--- config.mk ---
export PLATFORM = sky130hd
export DESIGN_NAME = s420_match_sequencer_flat
export DESIGN_NICKNAME = d
export VERILOG_FILES = /design/src/rtl/s420_match_sequencer_if.sv /design/src/rtl/s420_match_sequencer.sv /design/src/flat_wrapper.sv
export SDC_FILE = /design/constraint.sdc
export NUM_CORES = 1
export LEC_CHECK = 0
export CAP_MARGIN = 40
export CORE_ASPECT_RATIO = 1.4
export CORE_MARGIN = 5
export CORE_UTILIZATION = 40
export CTS_CLUSTER_SIZE = 24
export DETAILED_ROUTE_END_ITERATION = 8
export DONT_BUFFER_PORTS = 1
export SLEW_MARGIN = 10
export SYNTH_ARGS = -nofsm -noshare
export SYNTH_HDL_FRONTEND = slang
export SYNTH_SLANG_ARGS = --single-unit
--- constraint.sdc ---
create_clock -name CK -period 7.5 [get_ports CK]
set_input_delay 1.875 -clock CK [delete_from_list [all_inputs] [get_ports CK]]
set_output_delay 1.875 -clock CK [all_outputs]
set_load 0.01 [all_outputs]
--- src/rtl/s420_match_sequencer_if.sv ---
// Host command/result handshakes plus the compare-code, count-enable and match
// lines to the s420 core, bundled for the match sequencer.
interface s420_match_sequencer_if;
  logic        CMD_VALID;
  logic        CMD_READY;
  logic [16:0] CMD_CODE;
  logic        CMD_ABORT;
  logic [16:0] C;
  logic        P_0;
  logic        Z;
  logic        RES_VALID;
  logic        RES_READY;
  logic [15:0] RES_CYCLES;
  logic        RES_TIMEOUT;

  modport slave (
    input  CMD_VALID, CMD_CODE, CMD_ABORT, Z, RES_READY,
    output CMD_READY, C, P_0, RES_VALID, RES_CYCLES, RES_TIMEOUT
  );

  modport master (
    output CMD_VALID, CMD_CODE, CMD_ABORT, Z, RES_READY,
    input  CMD_READY, C, P_0, RES_VALID, RES_CYCLES, RES_TIMEOUT
  );
endinterface

--- src/rtl/s420_match_sequencer.sv ---
// Loads a compare code, settles one cycle, then counts with P_0 until Z or TIMEOUT.
// P_0 rises two edges after accept; one result per command, held until RES_READY.
module s420_match_sequencer #(
  parameter int unsigned TIMEOUT = 65535
) (
  input  logic                  CK,
  input  logic                  RN,
  s420_match_sequencer_if.slave bus
);

  typedef enum logic [1:0] {IDLE, SETTLE, RUN, DONE} state_e;

  localparam logic [16:0] TMO = 17'(TIMEOUT);

  state_e      state_q, state_d;
  logic [16:0] c_q, c_d;
  logic [15:0] cnt_q, cnt_d;
  logic        cmd_ready_q, cmd_ready_d;
  logic        p0_q, p0_d;
  logic        res_valid_q, res_valid_d;
  logic [15:0] res_cycles_q, res_cycles_d;
  logic        res_timeout_q, res_timeout_d;
  logic [16:0] cnt_inc;

  assign cnt_inc = {1'b0, cnt_q} + 17'd1;

  always_comb begin
    state_d       = state_q;
    c_d           = c_q;
    cnt_d         = cnt_q;
    res_cycles_d  = res_cycles_q;
    res_timeout_d = res_timeout_q;

    case (state_q)
      IDLE: begin
        // cmd_ready_q gates acceptance so nothing is taken on the first edge out of reset
        if (cmd_ready_q && bus.CMD_VALID) begin
          c_d     = bus.CMD_CODE;
          cnt_d   = 16'd0;
          state_d = SETTLE;
        end
      end
      SETTLE: begin
        state_d = bus.CMD_ABORT ? IDLE : RUN;
      end
      RUN: begin
        if (bus.CMD_ABORT) begin
          state_d = IDLE;
        end else begin
          cnt_d = cnt_inc[15:0];
          if (bus.Z) begin
            res_cycles_d  = cnt_inc[15:0];
            res_timeout_d = 1'b0;
            state_d       = DONE;
          end else if (cnt_inc == TMO) begin
            res_cycles_d  = cnt_inc[15:0];
            res_timeout_d = 1'b1;
            state_d       = DONE;
          end
        end
      end
      DONE: begin
        if (bus.RES_READY) state_d = IDLE;
      end
      default: state_d = IDLE;
    endcase

    // Registered outputs are decoded from the next state so they track it edge for edge.
    cmd_ready_d = (state_d == IDLE);
    p0_d        = (state_d == RUN);
    res_valid_d = (state_d == DONE);
  end

  always_ff @(posedge CK or negedge RN) begin
    if (!RN) begin
      state_q       <= IDLE;
      c_q           <= '0;
      cnt_q         <= '0;
      cmd_ready_q   <= 1'b0;
      p0_q          <= 1'b0;
      res_valid_q   <= 1'b0;
      res_cycles_q  <= '0;
      res_timeout_q <= 1'b0;
    end else begin
      state_q       <= state_d;
      c_q           <= c_d;
      cnt_q         <= cnt_d;
      cmd_ready_q   <= cmd_ready_d;
      p0_q          <= p0_d;
      res_valid_q   <= res_valid_d;
      res_cycles_q  <= res_cycles_d;
      res_timeout_q <= res_timeout_d;
    end
  end

  assign bus.CMD_READY   = cmd_ready_q;
  assign bus.C           = c_q;
  assign bus.P_0         = p0_q;
  assign bus.RES_VALID   = res_valid_q;
  assign bus.RES_CYCLES  = res_cycles_q;
  assign bus.RES_TIMEOUT = res_timeout_q;

endmodule

--- src/flat_wrapper.sv ---
// flat-port wrapper written by rule: the top's interface ports become plain ports
module s420_match_sequencer_flat 
#(
  parameter int unsigned TIMEOUT = 65535
)
  (CK, RN, bus_CMD_VALID, bus_CMD_CODE, bus_CMD_ABORT, bus_Z, bus_RES_READY, bus_CMD_READY, bus_C, bus_P_0, bus_RES_VALID, bus_RES_CYCLES, bus_RES_TIMEOUT);
  s420_match_sequencer_if bus_i ();
  input  logic CK;
  input  logic RN;
  input wire logic [$bits(bus_i.CMD_VALID)-1:0] bus_CMD_VALID;
  input wire logic [$bits(bus_i.CMD_CODE)-1:0] bus_CMD_CODE;
  input wire logic [$bits(bus_i.CMD_ABORT)-1:0] bus_CMD_ABORT;
  input wire logic [$bits(bus_i.Z)-1:0] bus_Z;
  input wire logic [$bits(bus_i.RES_READY)-1:0] bus_RES_READY;
  output wire logic [$bits(bus_i.CMD_READY)-1:0] bus_CMD_READY;
  output wire logic [$bits(bus_i.C)-1:0] bus_C;
  output wire logic [$bits(bus_i.P_0)-1:0] bus_P_0;
  output wire logic [$bits(bus_i.RES_VALID)-1:0] bus_RES_VALID;
  output wire logic [$bits(bus_i.RES_CYCLES)-1:0] bus_RES_CYCLES;
  output wire logic [$bits(bus_i.RES_TIMEOUT)-1:0] bus_RES_TIMEOUT;
  assign bus_i.CMD_VALID = bus_CMD_VALID;
  assign bus_i.CMD_CODE = bus_CMD_CODE;
  assign bus_i.CMD_ABORT = bus_CMD_ABORT;
  assign bus_i.Z = bus_Z;
  assign bus_i.RES_READY = bus_RES_READY;
  assign bus_CMD_READY = bus_i.CMD_READY;
  assign bus_C = bus_i.C;
  assign bus_P_0 = bus_i.P_0;
  assign bus_RES_VALID = bus_i.RES_VALID;
  assign bus_RES_CYCLES = bus_i.RES_CYCLES;
  assign bus_RES_TIMEOUT = bus_i.RES_TIMEOUT;
  s420_match_sequencer #(.TIMEOUT(TIMEOUT)) u_core (.CK(CK), .RN(RN), .bus(bus_i));
endmodule
# Word-level counts from Yosys, hierarchy flattened
# Index checks and enable logic that the tools add are counted.
[word_totals] ff_bits=55 in_bits=23 output_inout_bits=37 word_cells=40
[classes] add_sub_neg=1 n_eq_ne=8 muxes=14 n_bitwise=1 reduce_logical=8
[op_table] op="16-bit 2-to-1 mux" n=4
[op_table] op="16-bit case mux with 2 select lines" n=1
[op_table] op="16-bit by 1-bit adder with 17-bit output (second input constant)" n=1
[op_table] op="17-bit by 16-bit equality test with 1-bit output (second input constant)" n=1
[op_table] op="2-bit 2-to-1 mux" n=6
[op_table] op="2-bit equality test (second input constant)" n=4
[op_table] op="2-bit case mux with 4 select lines" n=1
[op_table] op="3-bit AND reduction" n=2
[op_table] op="2-bit zero test" n=2
[op_table] op="2-bit nonzero test" n=2
[op_table] op="2-bit by 1-bit equality test with 1-bit output (second input constant)" n=1
[op_table] op="1-bit 2-to-1 mux" n=2
[op_table] op="2-bit by 1-bit inequality test with 1-bit output (second input constant)" n=1
[op_table] op="2-bit inequality test (second input constant)" n=1
[op_table] op="2-bit AND reduction" n=1
[op_table] op="1-bit logical AND" n=1
[op_table] op="1-bit inverter" n=1

# Depth between registers and ports, before layout
[logic_depth] ltp_word=7 mapped_depth=8 mapped_depth_nobuf=8

# Least setup slack after synthesis
# No wires, ideal clock.
[synth_path] path_kind="input-to-reg" startpoint="in bus_CMD_ABORT" endpoint="reg u_core.res_cycles_q[0] (netlist: u_core.bus.RES_CYCLES[0])" setup_ps=125 arrival_time_ps=3270 path_slack_ps=4106 cell_stages=6 n_path_buf=0 path_cell_list="nor3b_1 -> nand4_1 -> nor4_1 -> o2111ai_2 -> nand2_4 -> mux2_2"
[synth_via] elab_chain_cells=2
[synth_lines] element="from (decl)" line_no="flat_wrapper.sv:12" source="input wire logic [$bits(bus_i.CMD_ABORT)-1:0] bus_CMD_ABORT;"
[synth_lines] element="1-bit inverter (no line)"
[synth_lines] element="3-bit AND reduction (no line)"
[synth_lines] element="to (signal assigned)" line_no="s420_match_sequencer.sv:91" source="res_cycles_q <= res_cycles_d;"
[synth_lines] element="to (decl)" line_no="s420_match_sequencer.sv:21" source="logic [15:0] res_cycles_q, res_cycles_d;"
# No other way between the ends.
# A chain may end at the register's enable or synchronous reset.

# Worst setup path in the final report
[layout_path] startpoint="in bus_CMD_ABORT" endpoint="reg u_core.res_cycles_q[2] (netlist: u_core.bus.RES_CYCLES[2])"
# The elaborated chain is that of the path after synthesis.

==> reports/metrics.csv <==
stage;metric;value;unit
logic_synthesis;syn_area_per_cell;10.87;um^2
worst_setup_path;path_cells;nor3b_1 > buf_4 > nand4_1 > nor4_1 > o2111ai_2 > nand2_4 > mux2_2;
worst_setup_path;ff2ff_path_depth;7;
route;drt-total-wl;5056;um
sta;totalNegativeSetupSlack;0;ns
clock_network;clockRootBuffer;clkbuf_8;
worst_setup_path;crit_type;primary input to flip-flop;
finish;fillerInstances;590;
finish;drive_gt1_share;17.90;%
worst_hold_path;whs_endpoint;u_core.cnt_q[15];
worst_hold_path;holdCritStartpoint;u_core.cnt_q[15];
logic_synthesis;synth_nets;256;
route;route.met3.wl;439;um
logic_synthesis;synth_top_area_share;54.84;%
logic_synthesis;synth.distinct_cells;42;
global_routing;grt_overflow;0;
finish;instances_no_fill;301;
sta;slew_headroom;44.71;%
sta;setup_violations;0;
logic_synthesis;synth_area_leader_cell;dfrtp_1;
sta;tightestPinTransition;0.8294;ns
sta;hold_viol;0;
clock_network;post_cts_buffers;0;
worst_setup_path;cp.arrival;3.76;ns
power;leakage;1.125;nW
finish;antenna_cells;0;
logic_synthesis;ys_async_sr_fraction;100.0;%
sta;finalCritPeriodShare;47.42;%
worst_setup_path;r2r_setup_slack;4.39;ns
sta;finalCriticalPeriod;3.556;ns
placement;placedCellCount;293;
floorplanning;die_area;7981;um^2
route;wl_met2;2464;um
clock_network;cts_buffers;5;
power;p_per_area;337.4;nW/um^2
worst_setup_path;endpoint_kind;flip-flop;
floorplanning;die_x;76.95;um
floorplanning;initial_utilization;40.69;%
worst_setup_path;reg2reg_to;u_core.bus.RES_CYCLES[2];
logic_synthesis;syn_area;2510;um^2
finish;syn_to_final_growth;5.882;%
worst_setup_path;max_stage_delay;0.51;ns
route;dr.pass1.iters;4;
logic_synthesis;synth_warnings;0;
worst_hold_path;hold_depth;2;
finish;nets;253;
clock_network;cts_resized;0;
clock_network;htree_levels;2;
global_routing;grt_max_degree;56;
status;status;finished clean;
route;first_iter_violations;70;
placement;dpl.hpwl;3622;um
worst_setup_path;crit_required;7.70;ns
worst_setup_path;critPathBufInv;1;
logic_synthesis;synthFlopType;dfrtp_1;
floorplanning;die_h;103.7;um
worst_setup_path;cp_top_family;simple AND/OR/NAND/NOR gates;
logic_synthesis;yosysSeqAreaShare;54.84;%
worst_setup_path;r2r-start;u_core.cnt_q[0];
global_routing;grt_first_pass_wirelength;8783;um
global_routing;grt_antenna_before_repair;0;
sta;skew;0.01038;ns
logic_synthesis;synth-seq-cells;55;
route;drc_errors;0;
logic_synthesis;synth_edf_count;0;
worst_setup_path;slowest_stage;o2111ai_2;
worst_hold_path;min_path_type;flip-flop to flip-flop;
placement;place_ws;3.624;ns
logic_synthesis;yosys-top-cells-area;dfrtp_1, mux2_2, o21ai_0;
run;maxCapViolations;0;
clock_network;cts_buffer_depth;2;
route;viasPerCell;5.535;
route;top_layer;met4;
worst_setup_path;setup.worst_path.start_class;primary input;
floorplanning;ioPinCount;60;
floorplanning;num_rows;34;
sta;rsz0062_at_grt;no;
clock_network;hold_buffers;0;
sta;slew_violations;0;
route;vias;1666;
logic_synthesis;syn_inst;231;
finish;post-route-cell-area;2658;um^2
placement;place_congestion;0.8013;
clock_network;cts_num_sinks;55;
clock_network;clk_latency;0.31;ns
placement;place_area;2570;um^2
clock_network;cts_tree;done;
global_routing;grt_use_total;13.27;%
route;ant_nets;0;
power;power.total;0.0008967;W
clock_network;cts.clk_slew.worst_paths;0.10;ns
floorplanning;core-area;6168;um^2
sta;fmax;281.2;MHz
sta;finalWorstSetupSlack;3.944;ns
placement;io_buffers;0;
route;wire_per_inst;16.80;um
power;vdd_drop_max;0.1691;mV
route;wl_met1;2128;um
global_routing;grt_pass1_vias;1746;
worst_setup_path;worstPathMaxFanout;15;
cells in the final DEF (no fill, tap or decap), types with 2 or more instances in the layout:
cell       n
and2_1     5
and4_1     2
clkbuf_8   5
o31ai_1    3
inv_1      4
nor4_1     2
mux2i_1    2
and3_1     2
a21o_1     2
buf_4      3
a21oi_1    3
mux2_2    20
clkinv_2   2
a22oi_1   10
nand3_1    6
nand4_1    5
xor2_1     4
nor2_1    23
o21ai_0   18
dfrtp_1   55
xnor2_1    7
nand2_1   23
ha_1       2
registers in the layout (all words and copies together) (netlist names):
name / cells
u_core.bus.RES_CYCLES: 16
u_core.bus.C: 17
u_core.bus.CMD_READY: 1
u_core.bus.RES_VALID: 1
u_core.bus.P_0: 1
u_core.bus.RES_TIMEOUT: 1
u_core.state_q: 2
u_core.cnt_q: 16
report_power, final:
part	internal [W]	total, W	switching (W)
clock	0.0000660	0.000163	0.0000975
combinational	0.000114	0.000209	0.0000947
sequential	0.000401	0.000524	0.000123
synth_stat cells (3+ instances only):
master    instances
dfrtp_1          55
nand2_1          23
nor2_1           23
mux2_2           20
o21ai_0          18
clkbuf_1         11
a22oi_1          10
xnor2_1           7
nand3_1           6
and2_1            5
nand4_1           5
inv_1             4
xor2_1            4
a21oi_1           3
o31ai_1           3
per-layer routing:
layer	up-vias	GRT usage [%]
li1	807	-
met4	0	3.750
met3	2	4.861
met5	-	0
met1	793	17.53
met2	64	20.35
stage by stage:
step	utilization, %	hold WS, ns
after global placement	41.54	0.4902
after global routing	43.08	0.5522
after floorplan	-	0.4721
after detailed placement	41.66	0.5100
after CTS	43.08	0.5370
final	43.08	0.5338
worst max-delay path by stage:
stage	start	endpoint	slack [ns]	cells past startpoint
floorplan	bus_CMD_ABORT	u_core.bus.RES_CYCLES[0]	4.11	6
global placement	bus_CMD_ABORT	u_core.bus.RES_CYCLES[7]	3.66	7
detailed placement	bus_CMD_ABORT	u_core.bus.RES_CYCLES[7]	3.62	7
CTS	bus_CMD_ABORT	u_core.bus.RES_CYCLES[2]	3.96	7
global route	bus_CMD_ABORT	u_core.bus.RES_CYCLES[0]	3.71	7
finish	bus_CMD_ABORT	u_core.bus.RES_CYCLES[2]	3.94	7
cell type report:
cell class	count	area (um^2)	area share (%)
well taps	72	90.09	3.390
inverters	4	15.01	0.5650
repair buffers	3	22.52	0.8475
multi-input cells	159	1066	40.11
clock buffers	5	68.82	2.589
clock inverters	3	18.77	0.7062
flip-flops and latches	55	1376	51.79
worst register-to-register path, cell delays in order (launching register included):
cell and delay, ns:
dfrtp_1 0.43, ha_1 0.32, nand4_2 0.20, or4_1 0.55, a222oi_1 0.35, o2111ai_2 0.52
nand2_4 0.28, mux2_2 0.35
cell families after synthesis:
family	count (synthesis)	share of synthesized area [%]
AND/OR/NAND/NOR	80	16.00
XOR/XNOR	11	3.838
flip-flops	55	54.84
AO/OA/AOI/OAI	44	11.66
multiplexers	22	9.771
buffers and inverters	17	2.891
adder cells (fa/ha/maj)	2	0.9968
Power figures use the tool's default switching activity.
==> patch (same settings) <==
Re-encode `state_e` (4 states) as one-hot, 4 bits wide.
--- a/src/rtl/s420_match_sequencer.sv
+++ b/src/rtl/s420_match_sequencer.sv
@@ -8,7 +8,7 @@
   s420_match_sequencer_if.slave bus
 );
 
-  typedef enum logic [1:0] {IDLE, SETTLE, RUN, DONE} state_e;
+  typedef enum logic [3:0] {IDLE = 4'b0001, SETTLE = 4'b0010, RUN = 4'b0100, DONE = 4'b1000} state_e;
 
   localparam logic [16:0] TMO = 17'(TIMEOUT);
 
Check against the original RTL: no difference found for any inputs over 10 cycles, from zero or initial values; not proved beyond that.
==> patch against the unedited design <==
Die area rose by 17%. Synthesized cell count rose by 32%. Combinational power fell by 42%. Worst hold slack got worse by 0.032 ns. Routed wire length rose by 41%. Utilization rose by 1.7 points. Area after synthesis rose by 19%. Final area rose by 23%. Sequential share of layout area fell by 8.2 points. Power fell by 2.5%. Register-to-register slack got worse by 0.13 ns. Sequential cell count rose by 2. Maximum frequency fell by 0.31%. Setup slack got worse by 0.011 ns. Critical endpoint is now u_core.bus.P_0. Largest cell class is now multi-input combinational cells. Largest power group unchanged.
==> patch: results (changes against the unedited design) <==
Crit-path max cell delay: 0.62 ns (+0.11 ns)
Synth Net Count: 330 (+29%)
Post-synthesis compound-gate area fraction: 0.138 (+0.0217)
Num CTS Buffers: 9 (+4)
DP Cell Count: 384 (+31%)
Drt total wl: 7150 um (+41%)
Top cells by area, synth: dfrtp_1, mux2_2, nor2_1
Synth Area in XOR/XNOR: 0.0381 (-0.000246)
Reg2reg start: u_core.cnt_q[0]
Met2 Track Usage GR: 0.267 (+0.0631)
Hpwl dp: 4960 um (+37%)
Share of total power in the clock network: 0.366 (+0.184)
Max IR drop VDD: 179 uV (+5.9%)
Reg-to-reg endpoint: u_core.bus.P_0
Vias per Instance: 5.75 (+3.9%)
Final nets: 323 (+28%)
Cells after synthesis: 305 (+32%)
Routed length on met3: 562 um (+28%)
H-tree depth: 3 (+1)
Yosys cell types: 43 (+2.4%)
WL met1: 2880 um (+35%)
Clock-pin transition on the worst setup and hold timing paths: 0.07 ns (-0.03 ns)
Comb pwr share: 0.139 (-0.094)
Worst slack, placed: 3.62 ns (-0.00276 ns)
GR Util All Layers: 0.161 (+0.0284)
Crit-path max FO: 10 (-5)
Via count: 2301 (+38%)
First-pass GRT wire length: 12100 um (+38%)
Worst-Skew Late Latency: 0.35 ns (+0.04 ns)
Static leakage: 0.00136 uW (+21%)
Post-synth top cells: dfrtp_1, nor2_1, o21ai_0
GR met3 Demand/Resource: 0.0580 (+0.00939)
Status: complete, no violations
Net load switching power: 250 uW (-21%)
Gpl congestion: 0.821 (+2.4%)
Met2 wire length: 3600 um (+46%)
Layout Skew: 0.00906 ns (-0.00132 ns)
CP Data Arrival Time: 3.80 ns (+0.04 ns)
CP max-delay cell: nor2b_1
Tightest Pin Transition: 0.664 ns (-0.165 ns)
DRT iter0 DRCs: 212 (+200%)
Final WS setup: 3.93 ns (-0.0112 ns)
Post-Synth Adder-Cell Area: 0.00838 (-0.00159)
[patch: cell types whose count changed after synthesis, moves of 6 or more]
| cell | unedited run | this run |
|---|---|---|
| a21o_1 | 2 | 8 |
| a221oi_1 | 0 | 9 |
| a22oi_1 | 10 | 0 |
| nand3_1 | 6 | 18 |
| nand4_1 | 5 | 14 |
| nor2_1 | 23 | 33 |
| nor2b_1 | 0 | 11 |
| o21ai_0 | 18 | 24 |
[patch: final cells by class]
type,instances,area (um^2),share of cell area
repair buffers,4,33.8,0.0103
clock inverters,6,92.6,0.0283
well taps,97,121,0.0371
clock buffers,10,128,0.0390
flip-flops and latches,57,1430,0.436
multi-input cells,223,1460,0.446
inverters,3,11.3,0.00344
[patch: through the flow]
step / cell area (um^2) / hold WS (ns)
after global placement: 3040 / 0.483
final: 3270 / 0.502
after floorplan: 2990 / 0.470
after detailed placement: 3050 / 0.491
after global routing: 3270 / 0.556
after CTS: 3270 / 0.507
